`config.mk`:
```
export PLATFORM = sky130hd
export DESIGN_NAME = shot_scheduler
export DESIGN_NICKNAME = d
export VERILOG_FILES = /design/src/rtl/shot_scheduler.sv
export SDC_FILE = /design/constraint.sdc
export NUM_CORES = 1
export LEC_CHECK = 0
export ABC_AREA = 1
export CORE_ASPECT_RATIO = 1.75
export CORE_MARGIN = 1.5
export CORE_UTILIZATION = 46
export DETAILED_ROUTE_END_ITERATION = 10
export GPL_TIMING_DRIVEN = 1
export PLACE_DENSITY = 0.87
export SYNTH_ARGS = -nofsm -noshare
export SYNTH_HDL_FRONTEND = slang
export SYNTH_SLANG_ARGS = --single-unit
```
`constraint.sdc`:
```
create_clock -name clock_50m -period 2.7 [get_ports clock_50m]
set_input_delay 0.675 -clock clock_50m [delete_from_list [all_inputs] [get_ports clock_50m]]
set_output_delay 0.675 -clock clock_50m [all_outputs]
set_load 0.03 [all_outputs]
```
`src/rtl/shot_scheduler.sv`:
```
// rtl/shot_scheduler.sv - two-player artillery turn controller owning the shared projectile datapath
module shot_scheduler #(
   parameter int TIMEOUT_TICKS = 1023,
   parameter int WIN_SCORE     = 5,
   parameter int SCORE_W       = 4
) (
   input  logic               clock_50m,
   input  logic               rst,
   input  logic               move_tick,
   input  logic [1:0]         fire_req,
   input  logic [7:0]         angle_p0,
   input  logic [7:0]         angle_p1,
   input  logic [7:0]         power_p0,
   input  logic [7:0]         power_p1,
   input  logic [17:0]        pos_x_p0,
   input  logic [17:0]        pos_x_p1,
   input  logic [17:0]        pos_y_p0,
   input  logic [17:0]        pos_y_p1,
   input  logic               shot_done,
   input  logic               shot_hit,
   output logic               cannon_turn,
   output logic [7:0]         angle,
   output logic [7:0]         power,
   output logic [17:0]        start_pos_x,
   output logic [17:0]        start_pos_y,
   output logic               direction,
   output logic               cur_player,
   output logic [SCORE_W-1:0] score_p0,
   output logic [SCORE_W-1:0] score_p1,
   output logic               busy,
   output logic               game_over,
   output logic               winner
);

   typedef enum logic [2:0] {
      S_IDLE,
      S_LOAD,
      S_ARM,
      S_FLY,
      S_RESOLVE,
      S_OVER
   } state_t;

   localparam logic [9:0]         TMO_LAST = 10'(TIMEOUT_TICKS - 1);
   localparam logic [SCORE_W-1:0] WIN_S    = SCORE_W'(WIN_SCORE);
   localparam logic [SCORE_W-1:0] SCORE_MAX = '1;

   state_t             state;
   state_t             state_nxt;
   logic [9:0]         tmo_cnt;
   logic               tick_seen;
   logic               hit_q;
   logic               req_own;
   logic               final_tick;
   logic [SCORE_W-1:0] shooter_score;
   logic [SCORE_W-1:0] score_inc;
   logic               win_now;

   // Only the active player's request bit counts; the other player waits its turn.
   assign req_own       = fire_req[cur_player];
   assign final_tick    = move_tick && (tmo_cnt == TMO_LAST);
   assign shooter_score = cur_player ? score_p1 : score_p0;
   assign score_inc     = (shooter_score == SCORE_MAX) ? shooter_score : shooter_score + 1'b1;
   assign win_now       = hit_q && (score_inc >= WIN_S);

   always_ff @(posedge clock_50m) begin
      if (rst) begin
         state <= S_IDLE;
      end else begin
         state <= state_nxt;
      end
   end

   always_comb begin
      state_nxt = state;
      case (state)
         S_IDLE:    if (req_own) state_nxt = S_LOAD;
         S_LOAD:    state_nxt = S_ARM;
         S_ARM:     if (move_tick || tick_seen) state_nxt = S_FLY;
         S_FLY:     if (shot_done || final_tick) state_nxt = S_RESOLVE;
         S_RESOLVE: state_nxt = win_now ? S_OVER : S_IDLE;
         S_OVER:    state_nxt = S_OVER;
         default:   state_nxt = S_IDLE;
      endcase
   end

   always_comb begin
      cannon_turn = 1'b0;
      busy        = 1'b0;
      case (state)
         S_IDLE, S_OVER: busy = 1'b0;
         S_ARM: begin
            cannon_turn = 1'b1;
            busy        = 1'b1;
         end
         default: busy = 1'b1;
      endcase
   end

   always_ff @(posedge clock_50m) begin
      if (rst) begin
         angle       <= '0;
         power       <= '0;
         start_pos_x <= '0;
         start_pos_y <= '0;
         direction   <= 1'b0;
      end else if (state == S_LOAD) begin
         angle       <= cur_player ? angle_p1 : angle_p0;
         power       <= cur_player ? power_p1 : power_p0;
         start_pos_x <= cur_player ? pos_x_p1 : pos_x_p0;
         start_pos_y <= cur_player ? pos_y_p1 : pos_y_p0;
         direction   <= ~cur_player;
      end
   end

   // tick_seen guarantees the slow clock has sampled the strobe before flight starts.
   always_ff @(posedge clock_50m) begin
      if (rst) begin
         tick_seen <= 1'b0;
         tmo_cnt   <= '0;
         hit_q     <= 1'b0;
      end else begin
         case (state)
            S_LOAD: tick_seen <= 1'b0;
            S_ARM: begin
               if (move_tick) begin
                  tick_seen <= 1'b1;
                  tmo_cnt   <= '0;
               end
            end
            S_FLY: begin
               if (move_tick) tmo_cnt <= tmo_cnt + 1'b1;
               hit_q <= shot_done && shot_hit;
            end
            default: ;
         endcase
      end
   end

   // A timeout leaves FLY with shot_done low, so hit_q records a miss.
   always_ff @(posedge clock_50m) begin
      if (rst) begin
         score_p0   <= '0;
         score_p1   <= '0;
         cur_player <= 1'b0;
         game_over  <= 1'b0;
         winner     <= 1'b0;
      end else if (state == S_RESOLVE) begin
         if (hit_q) begin
            if (cur_player) score_p1 <= score_inc;
            else            score_p0 <= score_inc;
         end
         if (win_now) begin
            game_over <= 1'b1;
            winner    <= cur_player;
         end else begin
            cur_player <= ~cur_player;
         end
      end
   end

endmodule

```
==> run summary, run 1 <==
The run finished with clean final reports. For this block, the initial DRC count from the detailed router was 229. The detail route stage leaves a number of antenna-violating nets equal to 0. The via density per instance came out at 5.05. For the utilization of the core after routing, the log shows 72.6%.

For the final routed database, the setup TNS stands at 0 ns. The area used by multi-input combinational logic was 2100 µm². The largest total area in the synthesized netlist belongs to sky130_fd_sc_hd__dfxtp_1. Summing all flip-flop and latch instances after layout gives 1580 µm². The capturing element type of the critical path is an output pin. The routed layout has 4396 vias. The tool flagged a number of max-cap violations equal to 0. The number of buffers created by CTS is 9, and the proportion of netlist area held by the largest area contributor is 39.8%.

The first TritonRoute pass finished after 5 iterations. In the final layout, the share of cells above drive strength 1 is 7.94%. The count of pins over their slew limit is 0. Most frequently used flop master after synthesis: sky130_fd_sc_hd__dfxtp_1.

Gates resized during post-CTS repair numbered 0. The count of cells in the finished layout, fillers not included, comes to 871. The register-to-register setup slack came out at 0.59 ns. The tools report the clock latency reported for the late side of the worst-skew pair as 0.33 ns. Setup repair after global routing left no endpoint under its margin.

The largest single stage delay on the critical path is 0.71 ns. The y dimension of the die is 126 µm, and the pin count of the biggest net entering global routing is 60. The number of global-route vias before repair came out at 4240. Sorting the synthesized cells by area gives the leading types as sky130_fd_sc_hd__dfxtp_1, sky130_fd_sc_hd__nand2_1, sky130_fd_sc_hd__a21oi_1.

The tools report the worst reg2reg path endpoint as power[6]. The tools report the wire length after detailed routing as 11800 µm. After floorplanning, the core was sized to cover 8370 µm². The final worst clock skew is 0.00542 ns, and the distinct cell type count after synthesis is 33.

Synthesis produced a netlist with a net count of 709. Each instance of the synthesized netlist takes up on average 6.69 µm². Dividing the detail-routed wire length by the instance count gives 13.6 µm.

Among all cell types in the netlist, the one instantiated most often is sky130_fd_sc_hd__nand2_1. The signal on the critical path passes through inv_2 > nor2_4 > inv_2 > nor2_1 > clkdlybuf4s50_1. After clock tree synthesis, the setup repair step added 0 buffers.

Dividing total power by cell area gives a power density of 693 nW/µm². Counting every instance in the synthesized netlist gives 594. The number of warning messages in the yosys log is 0, and the growth of design area from synthesis to finish is 53.0%. At the end of routability-driven placement, the weighted congestion stood at 0.929. The part of the cycle the worst path needs is 95.0%, and the overall global routing resource usage is 25.9%. The class of the most critical hold timing path is flop to flop.

The worst setup path is launched from a flop. The slowest stage of the critical path belongs to the cell sky130_fd_sc_hd__clkdlybuf4s50_1. The quantity of I/O buffers inserted on ports was 176; the total half-perimeter wirelength after legalization and detailed placement was 8710 µm.

The number of rows created at floorplan was 44. Number of flops mapped to enable cells by yosys: 0. Measured against its own limit, the worst slew margin works out to 60.5%. In this run the static leakage power is 2.46 nW. The run gives 3970 µm² as the netlist area before placement. The hold path startpoint was start_pos_x[8].

The root buffer cell chosen for the clock tree is sky130_fd_sc_hd__clkbuf_16. The share of flip-flops with an asynchronous set or reset is 0%. TritonCTS built the clock tree. The sequential fraction of the synthesis area is 39.8%. The die covers 9230 µm².

Hold is met by 0.463 ns. The count of filler cells inserted in the layout was 693. The tools report the number of buffers on the longest clock path as 2. At the pin with the least slew margin, the transition time is 0.592 ns. The first global-routing pass estimated 19100 µm of wire. The number of register bits inferred by synthesis works out to 79. At the end of the flow, the number of nets in the layout was 866. In this run, post-CTS hold repair placed 0 buffers. The die span in x works out to 73.3 µm. For the worst setup path, the data arrival time is 1.89 ns.

The cell that appears most often on the critical path is sky130_fd_sc_hd__inv_2. The commonest cells after synthesis are sky130_fd_sc_hd__nand2_1, sky130_fd_sc_hd__dfxtp_1, sky130_fd_sc_hd__a21oi_1. For this run the aggregate overflow at the end of global routing stands at 0. The logs give 0 for the antenna diode count and 0 for the initial antenna violation count. In this run the worst path has a maximum fanout of 5. The worst register-to-register path has a depth of 7. The effective utilization at floorplan was 47.5%; the worst vdd rail ir drop was 0.000478 V.

The instance count along the most critical hold path works out to 2. The type of the worst setup path is flop to output pin. Startpoint of the worst-slack reg-to-reg timing path: state[0].

The tree built by TritonCTS fans out to 79 sinks. The cell family contributing the most delay on the critical path is buffers and inverters. Static timing analysis puts the maximum clock frequency at 390 MHz. The logs give 0.136 ns for the final worst-path setup slack and 0.420 ns for the pre-CTS setup slack.

For the number of placed I/O pins, the log shows 177. Setup violations remaining at the end of the flow were counted as 0. The clock period could shrink to 2.56 ns. Placed instance count: 855. The count of buffer and inverter cells on the critical path works out to 3. For the deepest level of the CTS H-tree, the log shows 3. The final number of hold-violating endpoints came out at 0. Required time of the critical path: 2.03 ns. The clock-pin slew of the registers on the worst-case setup and hold paths was 0.06 ns; the post-detailed-route DRC marker count was 0.

The capture endpoint of the worst hold path is start_pos_x[8].
worst max path at each step:
stage,from,to,slack [ns],cells after the start
after floorplan,cur_player,state[0],0.72,14
after global placement,move_tick,state[1],0.56,8
after detailed placement,move_tick,state[1],0.42,8
after CTS,state[1],cannon_turn,0.12,5
after global routing,state[1],cannon_turn,0.04,5
final,state[1],cannon_turn,0.14,5
cell type report:
type	instances	share of cell area, %
tap	115	2.37
clock inverter	4	0.844
multi-input combinational	446	34.6
inverter	33	2.12
clock buffer	12	4.38
sequential	79	26.0
timing repair buffer	182	29.6
tightest hold or removal path, cell delays in order, from the launching register on:
cell and delay [ns]:
sky130_fd_sc_hd__dfxtp_1 0.30, sky130_fd_sc_hd__nand2_1 0.06, sky130_fd_sc_hd__a21oi_1 0.05
kinds of logic (layout without fill, tap and decap cells):
family / after synthesis / after routing / share of synthesized area, %
buf+inv: 69 / 231 / 7.46
flops: 79 / 79 / 39.8
xor+xnor: 1 / 1 / 0.220
compound gates: 93 / 93 / 13.3
fa+ha+maj: 4 / 4 / 1.26
simple gates: 348 / 348 / 38.0
routing by layer:
layer	vias up	wire length, µm	global-route usage, %
met3	25	585	5.68
met5	-	0	0
met1	2004	4390	26.8
met2	144	6460	48.2
li1	2223	-	-
met4	0	375	10.8
state kept, by name, summed over array words and instances (netlist names):
register / flops
start_pos_x: 18
start_pos_y: 18
tmo_cnt: 10
angle: 8
power: 8
score_p0: 4
score_p1: 4
state: 3
cur_player: 1
direction: 1
game_over: 1
hit_q: 1
tick_seen: 1
winner: 1
cell usage in the layout (no fill, tap or decap), types with 2 or more instances in the layout:
cell,netlist,layout
sky130_fd_sc_hd__nand2_1,242,241
sky130_fd_sc_hd__clkdlybuf4s50_1,0,175
sky130_fd_sc_hd__dfxtp_1,79,78
sky130_fd_sc_hd__a21oi_1,66,66
sky130_fd_sc_hd__nand3_1,63,63
sky130_fd_sc_hd__inv_1,29,28
sky130_fd_sc_hd__nor2_1,14,14
sky130_fd_sc_hd__o21ai_0,9,9
sky130_fd_sc_hd__clkbuf_16,0,9
sky130_fd_sc_hd__nand2_2,7,8
sky130_fd_sc_hd__buf_4,0,6
sky130_fd_sc_hd__nor2_4,4,5
sky130_fd_sc_hd__inv_2,3,4
sky130_fd_sc_hd__a21oi_2,4,4
sky130_fd_sc_hd__nand3_2,4,4
sky130_fd_sc_hd__o211ai_1,4,4
sky130_fd_sc_hd__ha_1,4,4
sky130_fd_sc_hd__o21a_1,3,3
sky130_fd_sc_hd__nor2_2,4,3
sky130_fd_sc_hd__nor3_1,3,3
sky130_fd_sc_hd__nand4_1,3,3
sky130_fd_sc_hd__clkbuf_8,0,3
sky130_fd_sc_hd__inv_6,1,2
sky130_fd_sc_hd__nand2_4,2,2
sky130_fd_sc_hd__o31ai_1,2,2
power by group:
part           internal (mW)  total, mW  switching [mW]
clock network          0.793       1.25           0.461
logic                  0.626       1.52           0.895
registers               1.33       1.44           0.103
total                   2.75       4.21            1.46
per-stage QoR:
stage	area, µm²	total power, mW
floorplan	3970	2.36
global placement	5760	2.95
detailed placement	5760	2.99
CTS	6080	4.25
global route	6080	4.43
finish	6080	4.21
Note: power is estimated with default switching activity, not from simulation.
==> run 2: changes to the inputs <==
- SLEW_MARGIN: not set -> 25
==> results of run 2 <==
Final layout, timing and power as in run 1 (identical DEF).
